<file path="src/rtl/pipeline_hazard_ctl_pkg.sv">
// Shared constants for the pipeline hazard controller and the ID-stage decoder.
// Holds the FSM state encoding, the shadow-register layout and the RAW match helper.
package pipeline_hazard_ctl_pkg;

  localparam logic [1:0] ST_RUN    = 2'd0;
  localparam logic [1:0] ST_DRAIN  = 2'd1;
  localparam logic [1:0] ST_HALTED = 2'd2;

  localparam logic [4:0] REG_X0 = 5'd0;

  localparam logic [6:0] R_FORMAT = 7'b0110011;
  localparam logic [6:0] I_FORMAT = 7'b0010011;
  localparam logic [6:0] LOAD     = 7'b0000011;
  localparam logic [6:0] STORE    = 7'b0100011;
  localparam logic [6:0] BEQ      = 7'b1100011;

  typedef struct packed {
    logic [4:0] rd;
    logic       wr;
    logic       ld;
  } ex_shadow_t;

  // A writer to x0 never creates a dependency.
  function automatic logic reg_hit(input logic [4:0] rs, input logic use_rs,
                                   input logic [4:0] rd);
    return (rd != REG_X0) && use_rs && (rs == rd);
  endfunction

endpackage

</file>
<file path="src/rtl/pipeline_hazard_ctl_if.sv">
// ID-stage request / hazard-control response bundle between the pipeline and the controller.
interface pipeline_hazard_ctl_if;
  logic [4:0] id_rs1;
  logic [4:0] id_rs2;
  logic       id_use_rs1;
  logic       id_use_rs2;
  logic [4:0] id_rd;
  logic       id_reg_write;
  logic       id_mem_read;
  logic       id_halt;
  logic       ex_branch_taken;
  logic       hazard_detected;
  logic       pc_write;
  logic       ifid_write;
  logic       ifid_flush;
  logic       idex_flush;
  logic       halt_done;

  modport master (
    output id_rs1, id_rs2, id_use_rs1, id_use_rs2, id_rd, id_reg_write,
           id_mem_read, id_halt, ex_branch_taken,
    input  hazard_detected, pc_write, ifid_write, ifid_flush, idex_flush, halt_done
  );

  modport slave (
    input  id_rs1, id_rs2, id_use_rs1, id_use_rs2, id_rd, id_reg_write,
           id_mem_read, id_halt, ex_branch_taken,
    output hazard_detected, pc_write, ifid_write, ifid_flush, idex_flush, halt_done
  );
endinterface

</file>
<file path="src/rtl/pipeline_hazard_ctl_hazard_cmp.sv">
// Combinational source/destination match and stall equation.
// With forwarding only a load in EX can stall; without it any EX or MEM writer can.
module hazard_cmp
  import pipeline_hazard_ctl_pkg::*;
#(
  parameter int FORWARDING = 1
) (
  input  logic [4:0]  i_id_rs1,
  input  logic [4:0]  i_id_rs2,
  input  logic        i_use_rs1,
  input  logic        i_use_rs2,
  input  ex_shadow_t  i_ex,
  input  logic [4:0]  i_mem_rd,
  input  logic        i_mem_wr,
  output logic        o_stall
);

  logic w_ex_hit;
  logic w_mem_hit;

  assign w_ex_hit  = reg_hit(i_id_rs1, i_use_rs1, i_ex.rd) |
                     reg_hit(i_id_rs2, i_use_rs2, i_ex.rd);
  assign w_mem_hit = reg_hit(i_id_rs1, i_use_rs1, i_mem_rd) |
                     reg_hit(i_id_rs2, i_use_rs2, i_mem_rd);

  assign o_stall = (FORWARDING != 0) ? (i_ex.ld & i_ex.wr & w_ex_hit)
                                     : ((i_ex.wr & w_ex_hit) | (i_mem_wr & w_mem_hit));

endmodule

</file>
<file path="src/rtl/pipeline_hazard_ctl.sv">
// Hazard and sequencing controller for the 5-stage pipeline: load-use/RAW stalls,
// wrong-path flush on taken branch, and HALT drain sequencing with a sticky done flag.
//
// state  | meaning
// RUN    | normal issue; branch flush > stall > halt entry > advance
// DRAIN  | HALT left ID; older instructions retire while counter runs down
// HALTED | pipeline empty; halt_done held until reset
module pipeline_hazard_ctl
  import pipeline_hazard_ctl_pkg::*;
#(
  parameter int FORWARDING   = 1,
  parameter int DRAIN_CYCLES = 3
) (
  input  logic                  clk,
  input  logic                  rst_n,
  pipeline_hazard_ctl_if.slave  bus
);

  localparam logic [3:0] LP_DRAIN = 4'(DRAIN_CYCLES);

  logic [1:0]  r_state;
  logic [3:0]  r_cnt;
  ex_shadow_t  r_ex;
  logic [4:0]  r_mem_rd;
  logic        r_mem_wr;

  logic [1:0]  w_state_nxt;
  logic [3:0]  w_cnt_nxt;
  ex_shadow_t  w_ex_nxt;
  logic        w_stall;
  logic        w_hz;
  logic        w_pc_wr;
  logic        w_ifid_wr;
  logic        w_ifid_fl;
  logic        w_idex_fl;
  logic        w_done;

  hazard_cmp #(.FORWARDING(FORWARDING)) u_cmp (
    .i_id_rs1  (bus.id_rs1),
    .i_id_rs2  (bus.id_rs2),
    .i_use_rs1 (bus.id_use_rs1),
    .i_use_rs2 (bus.id_use_rs2),
    .i_ex      (r_ex),
    .i_mem_rd  (r_mem_rd),
    .i_mem_wr  (r_mem_wr),
    .o_stall   (w_stall)
  );

  always_comb begin
    w_state_nxt = r_state;
    w_cnt_nxt   = r_cnt;
    w_ex_nxt    = '0;
    w_hz        = 1'b0;
    w_pc_wr     = 1'b0;
    w_ifid_wr   = 1'b0;
    w_ifid_fl   = 1'b0;
    w_idex_fl   = 1'b0;
    w_done      = 1'b0;
    case (r_state)
      ST_RUN: begin
        if (bus.ex_branch_taken) begin
          w_ifid_fl = 1'b1;
          w_idex_fl = 1'b1;
          w_hz      = 1'b1;
          w_pc_wr   = 1'b1;
          w_ifid_wr = 1'b1;
        end else if (w_stall) begin
          w_hz = 1'b1;
        end else if (bus.id_halt) begin
          w_hz        = 1'b1;
          w_state_nxt = ST_DRAIN;
          w_cnt_nxt   = LP_DRAIN;
        end else begin
          w_pc_wr   = 1'b1;
          w_ifid_wr = 1'b1;
          w_ex_nxt  = '{rd: bus.id_rd, wr: bus.id_reg_write, ld: bus.id_mem_read};
        end
      end
      ST_DRAIN: begin
        w_hz = 1'b1;
        if (r_cnt != 4'd0) w_cnt_nxt = r_cnt - 4'd1;
        // A zero count can only come from an illegal DRAIN_CYCLES; still terminate.
        if (r_cnt <= 4'd1) w_state_nxt = ST_HALTED;
      end
      ST_HALTED: begin
        w_hz   = 1'b1;
        w_done = 1'b1;
      end
      default: w_state_nxt = ST_RUN;
    endcase
  end

  always_ff @(posedge clk or negedge rst_n) begin
    if (!rst_n) begin
      r_state  <= ST_RUN;
      r_cnt    <= 4'd0;
      r_ex     <= '0;
      r_mem_rd <= 5'd0;
      r_mem_wr <= 1'b0;
    end else begin
      r_state  <= w_state_nxt;
      r_cnt    <= w_cnt_nxt;
      r_ex     <= w_ex_nxt;
      r_mem_rd <= r_ex.rd;
      r_mem_wr <= r_ex.wr;
    end
  end

  // Outputs are gated so the pipeline is frozen for the whole reset pulse.
  assign bus.hazard_detected = w_hz      & rst_n;
  assign bus.pc_write        = w_pc_wr   & rst_n;
  assign bus.ifid_write      = w_ifid_wr & rst_n;
  assign bus.ifid_flush      = w_ifid_fl & rst_n;
  assign bus.idex_flush      = w_idex_fl & rst_n;
  assign bus.halt_done       = w_done    & rst_n;

endmodule

</file>
<file path="src/flat_wrapper.sv">
// flat-port wrapper written by rule: the top's interface ports become plain ports
module pipeline_hazard_ctl_flat import pipeline_hazard_ctl_pkg::*;
#(
  parameter int FORWARDING   = 1,
  parameter int DRAIN_CYCLES = 3
)
  (clk, rst_n, bus_id_rs1, bus_id_rs2, bus_id_use_rs1, bus_id_use_rs2, bus_id_rd, bus_id_reg_write, bus_id_mem_read, bus_id_halt, bus_ex_branch_taken, bus_hazard_detected, bus_pc_write, bus_ifid_write, bus_ifid_flush, bus_idex_flush, bus_halt_done);
  pipeline_hazard_ctl_if bus_i ();
  input  logic clk;
  input  logic rst_n;
  input wire logic [$bits(bus_i.id_rs1)-1:0] bus_id_rs1;
  input wire logic [$bits(bus_i.id_rs2)-1:0] bus_id_rs2;
  input wire logic [$bits(bus_i.id_use_rs1)-1:0] bus_id_use_rs1;
  input wire logic [$bits(bus_i.id_use_rs2)-1:0] bus_id_use_rs2;
  input wire logic [$bits(bus_i.id_rd)-1:0] bus_id_rd;
  input wire logic [$bits(bus_i.id_reg_write)-1:0] bus_id_reg_write;
  input wire logic [$bits(bus_i.id_mem_read)-1:0] bus_id_mem_read;
  input wire logic [$bits(bus_i.id_halt)-1:0] bus_id_halt;
  input wire logic [$bits(bus_i.ex_branch_taken)-1:0] bus_ex_branch_taken;
  output wire logic [$bits(bus_i.hazard_detected)-1:0] bus_hazard_detected;
  output wire logic [$bits(bus_i.pc_write)-1:0] bus_pc_write;
  output wire logic [$bits(bus_i.ifid_write)-1:0] bus_ifid_write;
  output wire logic [$bits(bus_i.ifid_flush)-1:0] bus_ifid_flush;
  output wire logic [$bits(bus_i.idex_flush)-1:0] bus_idex_flush;
  output wire logic [$bits(bus_i.halt_done)-1:0] bus_halt_done;
  assign bus_i.id_rs1 = bus_id_rs1;
  assign bus_i.id_rs2 = bus_id_rs2;
  assign bus_i.id_use_rs1 = bus_id_use_rs1;
  assign bus_i.id_use_rs2 = bus_id_use_rs2;
  assign bus_i.id_rd = bus_id_rd;
  assign bus_i.id_reg_write = bus_id_reg_write;
  assign bus_i.id_mem_read = bus_id_mem_read;
  assign bus_i.id_halt = bus_id_halt;
  assign bus_i.ex_branch_taken = bus_ex_branch_taken;
  assign bus_hazard_detected = bus_i.hazard_detected;
  assign bus_pc_write = bus_i.pc_write;
  assign bus_ifid_write = bus_i.ifid_write;
  assign bus_ifid_flush = bus_i.ifid_flush;
  assign bus_idex_flush = bus_i.idex_flush;
  assign bus_halt_done = bus_i.halt_done;
  pipeline_hazard_ctl #(.FORWARDING(FORWARDING), .DRAIN_CYCLES(DRAIN_CYCLES)) u_core (.clk(clk), .rst_n(rst_n), .bus(bus_i));
endmodule
</file>
<file path="config.mk">
export PLATFORM = sky130hd
export DESIGN_NAME = pipeline_hazard_ctl_flat
export DESIGN_NICKNAME = d
export VERILOG_FILES = /design/src/rtl/pipeline_hazard_ctl_pkg.sv /design/src/rtl/pipeline_hazard_ctl_if.sv /design/src/rtl/pipeline_hazard_ctl_hazard_cmp.sv /design/src/rtl/pipeline_hazard_ctl.sv /design/src/flat_wrapper.sv
export SDC_FILE = /design/constraint.sdc
export NUM_CORES = 1
export LEC_CHECK = 0
export CELL_PAD_IN_SITES_DETAIL_PLACEMENT = 1
export CELL_PAD_IN_SITES_GLOBAL_PLACEMENT = 2
export CORE_MARGIN = 5
export CORE_UTILIZATION = 38
export DETAILED_ROUTE_END_ITERATION = 7
export DONT_BUFFER_PORTS = 1
export PLACE_DENSITY = 0.79
export SYNTH_ARGS = -nofsm -noshare
export SYNTH_HDL_FRONTEND = slang
export SYNTH_HIERARCHICAL = 1
export SYNTH_SLANG_ARGS = --single-unit
</file>
<file path="constraint.sdc">
create_clock -name clk -period 2.4 [get_ports clk]
set_input_delay 0.12 -clock clk [delete_from_list [all_inputs] [get_ports clk]]
set_output_delay 0.12 -clock clk [all_outputs]
set_load 0.01 [all_outputs]
</file>
======== After elaboration in Yosys (flattened, before gate mapping) ========
Index checks and enable logic that the tools add are counted.
storage, ports and cells
  bits in registers ....................... 13
  bits of input ports ..................... 23
  output and inout port bits .............. 6
  word-level logic and storage cells ...... 60
operators by class
  add/subtract/negate cells ............... 1
  magnitude comparators ................... 1
  equality and inequality tests ........... 9
  multiplexer cells ....................... 25
  bitwise gates (word level) .............. 8
  reduce and logical (&&, ||, !) cells .... 11
operators with widths
  cell                                                   number
  two-way mux 7 bit                                      4
  two-way mux 4 bit                                      4
  == test 5 bit                                          2
  two-way mux 1 bit                                      10
  AND reduction 5 bit                                    2
  two-way mux 2 bit                                      4
  one-hot mux 4 bit (2 select lines)                     1
  bitwise AND 1 bit                                      6
  inequality test 2 bit, second input constant           3
  one-hot mux 2 bit (3 select lines)                     1
  nonzero test 5 bit                                     1
  <= comparator 4 x 1 -> 1 bit, second input constant    1
  logical AND 1 bit                                      4
  inequality test 2 x 1 -> 1 bit, second input constant  2
  nonzero test 4 bit                                     1
  subtractor 4 x 1 -> 4 bit, second input constant       1
  == test 2 x 1 -> 1 bit, second input constant          1
  == test 2 bit, second input constant                   1
  logical NOT 2 bit                                      1
  one-hot mux 1 bit (2 select lines)                     1
  nonzero test 2 bit                                     1
  OR reduction 2 bit                                     1
  NOT 1 bit                                              1
  bitwise OR 1 bit                                       1

======== Depth between registers and ports, before layout ========
  depth in word-level cells ............... 9
  depth in mapped cells ................... 8
  mapped depth without buffers ............ 8

======== Modules after synthesis ========
The synthesis kept the hierarchy.
by module, submodules not included
  module               instances  cells each  area an instance (µm²)  seq. area each (µm²)
  pipeline_hazard_ctl  1          79          899.6                   475.5
  hazard_cmp           1          17          135.1                   0.0

======== Worst setup path before layout ========
OpenSTA, ideal clock, no wires.
  path type ............................... reg-to-reg
  from .................................... reg u_core/r_ex[5] (netlist name)
  to ...................................... reg u_core.r_state[0]
  library setup time ...................... 0.125 ns
  arrival ................................. 1.895 ns
  required time ........................... 2.275 ns
  setup slack ............................. 0.380 ns
  cell stages (with the launch flop) ...... 8
  path buffers ............................ 0
  period minus slack after synthesis ...... 2.020 ns
  cells stage by stage .................... dfrtp_1 > or4_1 > o211ai_2 > a21oi_1 > or3b_1 > a21oi_2 > o21ai_1 > mux2i_1
between the ends
  cells in the longest elaborated chain, start to end .. 7
  elaborated cells between the ends (all ways) .. 11
  classes of those cells .................. 3 x eq/ne; 2 x bitwise; 6 x reduce/logical
ends and longest elaborated chain
  element                                     line                                  source
  from (decl)                                 pipeline_hazard_ctl.sv:23             ex_shadow_t r_ex;
  from (signal assigned)                      pipeline_hazard_ctl.sv:103            r_ex <= w_ex_nxt;
  nonzero test 5 bit                          pipeline_hazard_ctl_pkg.sv:26         return (rd != REG_X0) && use_rs && (rs == rd);
  logical AND 1 bit (2 in a row)              pipeline_hazard_ctl_pkg.sv:26
  bitwise OR 1 bit (*)                        pipeline_hazard_ctl_hazard_cmp.sv:21  assign w_ex_hit = reg_hit(i_id_rs1, i_use_rs1, i_ex.rd) |
  bitwise AND 1 bit (*)                       pipeline_hazard_ctl_hazard_cmp.sv:26  assign o_stall = (FORWARDING != 0) ? (i_ex.ld & i_ex.wr & w_ex_hit)
  named net u_core.w_stall                    pipeline_hazard_ctl.sv:30             logic w_stall;
  inequality test 2 bit (no source line) (*)  n/a
  AND reduction 5 bit (no source line) (*)    n/a
  to (signal assigned)                        pipeline_hazard_ctl.sv:101            r_state <= w_state_nxt;
  to (decl)                                   pipeline_hazard_ctl.sv:21             logic [1:0] r_state;
Mark *: on every way through the listed nets, which the timed path passes. The rest lies on a longest branch.
A chain may end at the register's enable or synchronous reset.

======== Worst setup path in the final report ========
  from .................................... reg u_core/r_ex[5] (netlist name)
  to ...................................... out bus_hazard_detected
between the ends
  cells in the longest elaborated chain, start to end .. 9
  elaborated cells between the ends (all ways) .. 13
  classes of those cells .................. 2 x eq/ne; 3 x mux; 3 x bitwise; 5 x reduce/logical
ends and longest elaborated chain
  element                                 line                                  source
  nonzero test 5 bit                      pipeline_hazard_ctl_pkg.sv:26
  logical AND 1 bit (2 in a row)          pipeline_hazard_ctl_pkg.sv:26
  bitwise OR 1 bit (*)                    pipeline_hazard_ctl_hazard_cmp.sv:21
  bitwise AND 1 bit (*)                   pipeline_hazard_ctl_hazard_cmp.sv:26
  named net u_core.w_stall                pipeline_hazard_ctl.sv:30
  two-way mux 1 bit (*)                   pipeline_hazard_ctl.sv:67             end else if (w_stall) begin
  two-way mux 1 bit (*)                   pipeline_hazard_ctl.sv:61             if (bus.ex_branch_taken) begin
  one-hot mux 1 bit (2 select lines) (*)  pipeline_hazard_ctl.sv:59             case (r_state)
  bitwise AND 1 bit (*)                   pipeline_hazard_ctl.sv:110            assign bus.hazard_detected = w_hz & rst_n;
  to (decl)                               flat_wrapper.sv:20                    output wire logic [$bits(bus_i.hazard_detected)-1:0] bus_hazard_detected;
Marked as above.

==> qor.txt <==
wirelength, routed = 1930 µm
initial antenna violation count = 0
DRC violations left = 0
final core utilization = 46.0%
final worst path period share = 94.0%
final-report max-slew violation count = 0
vias in the first global route = 769
WHS = 0.135 ns
setup TNS = 0 ns
first-pass GRT wire length = 3510 µm
final critical-path required period = 2.26 ns
CTS Sinks = 13
IO Port Bufs = 0
critical path type = flop to primary output
slew margin rel. = 61.1%
IR drop worst, VDD = 0.272 mV
core footprint = 2210 µm²
Worst-path clk slew = 0.09 ns
Hold WC Path Type = input port to flop
clock latency on the worst-skew pair = 0.27 ns
final hold vios = 0
hpwl dp = 1500 µm
Crit. End Element = primary output
die area = 3390 µm²
reg-to-reg slack, setup = 0.23 ns
die width = 58.3 µm
# diodes = 0
Synth Warn # = 6
maxcap violations = 0
Die Height = 58.3 µm
vias per std cell = 5.31
Nets = 130
# setup viols final = 0
final clock skew = 0.00308 ns
gp weighted congestion = 0.734
worst-path cell chain = or4_1 > o211ai_2 > a21oi_4 > or3_1 > a21oi_1 > nor3b_2
DR WL/cell = 15.2 µm
Core Rows = 17
CP max stage cell = or4_1
worst path arrival time = 2.14 ns
setup repair after global routing missed its margin = false
GR Overflow Total = 0
status = finished, final reports clean
syn_nets = 120
largest net degree at the start of global routing = 14
CP max stage delay = 0.56 ns
drt pass-1 iters = 3
Worst path top cell family by delay = simple AND/OR/NAND/NOR gates
CTS tree = built
number of antenna-violating nets in the routed design = 0
Synth Cell Area = 885 µm²
Setup WS post-layout = 0.143 ns
DRT iter0 DRCs = 4
leakage = 0.492 nW
Area Growth Syn to Fin = 15.0%
data required time of the critical path = 2.28 ns
via count = 675
CP startpoint kind = flop
pwr/cell area = 374 nW/µm²
starting density of the core = 40.0%
GRT Util Overall = 13.7%
share of cells above drive strength 1 = 12.1%
CTS buffer count = 3
syn avg cell area = 9.83 µm²
achievable frequency = 443 MHz
Placement Setup Slack = 0.235 ns
H-Tree Depth = 1
WP buf/inv = 0
CTS Root Cell = clkbuf_4
highest net fanout along the worst path = 5
Ports = 29
clk buf depth = 2
Worst Max-Slew Pin Slew = 0.582 ns
post-synthesis cell count = 90
[cell usage in the layout (no fill, tap or decap), types with 2 or more instances in the layout]
| cell | instances |
|---|---|
| a31oi_1 | 2 |
| ha_1 | 7 |
| nor4_1 | 3 |
| dlygate4sd3_1 | 8 |
| xnor2_1 | 2 |
| nor2_1 | 4 |
| dfrtp_1 | 13 |
| xor2_1 | 8 |
| nand2_1 | 3 |
| inv_1 | 6 |
| and2_1 | 8 |
| or3_1 | 2 |
| nand3_1 | 5 |
| clkbuf_4 | 3 |
| a21oi_1 | 4 |
[timing repair]
item | in CTS | in global routing
hold endpoints to repair | 20 | 0
resized for setup | 0 | 3
hold buffers | 8 | 0
endpoints found under the setup margin | 0 | 1
setup buffers | 0 | 0
[layout make-up]
type | count | area [µm²]
Inverter | 6 | 22.5
Tap cell | 28 | 35.0
Timing Repair Buffer | 8 | 80.1
Sequential cell | 13 | 325
Clock inverter | 1 | 5.00
Multi-Input combinational cell | 68 | 527
Fill cell | 251 | 1190
Clock buffer | 3 | 22.5
[metrics by stage]
step                instances  total power [mW]  instance area (µm²)
floorplan                  90             0.234                  885
global placement          115             0.235                  893
detailed placement        115             0.235                  893
CTS                       127             0.388                 1000
global route              127             0.402                 1020
finish                    127             0.381                 1020
[worst min-delay path, stage by stage]
cell     delay [ns]
o32ai_1        0.10
nand2_1        0.07
nand3_1        0.07
[layer usage]
| metal | share of wire [%] | global-route usage (%) | vias up | wire length [µm] |
|---|---|---|---|---|
| li1 | - | - | 329 | - |
| met5 | 0 | 0 | - | 0 |
| met2 | 53 | 24.2 | 15 | 1030 |
| met3 | 4.6 | 3.34 | 2 | 89 |
| met1 | 41 | 15.4 | 329 | 785 |
| met4 | 1.5 | 5.96 | 0 | 28 |
[registers in the layout, indices dropped and copies added (netlist names)]
signal	cells
u_core/r_state	2
u_core/r_cnt	4
u_core/r_ex	7
[path summary, 6_finish.rpt]
path,from,end,cells past startpoint
max in group asynchronous,rst_n,u_core/r_ex[5],1
worst max-delay path,u_core/r_ex[5],bus_hazard_detected,6
worst min register to register,u_core/r_cnt[0],u_core/r_cnt[0],1
worst min-delay path,bus_ex_branch_taken,u_core/r_cnt[3],3
min in group asynchronous,rst_n,u_core/r_state[1],1
worst max register to register,u_core/r_ex[5],u_core/r_state[0],7
[where the power goes]
part           internal (mW)  switching, mW  total [mW]
combinational         0.0156         0.0109      0.0265
sequential             0.219              0       0.219
clock                 0.0617         0.0740       0.136
Note: power is estimated with default switching activity, not from simulation.
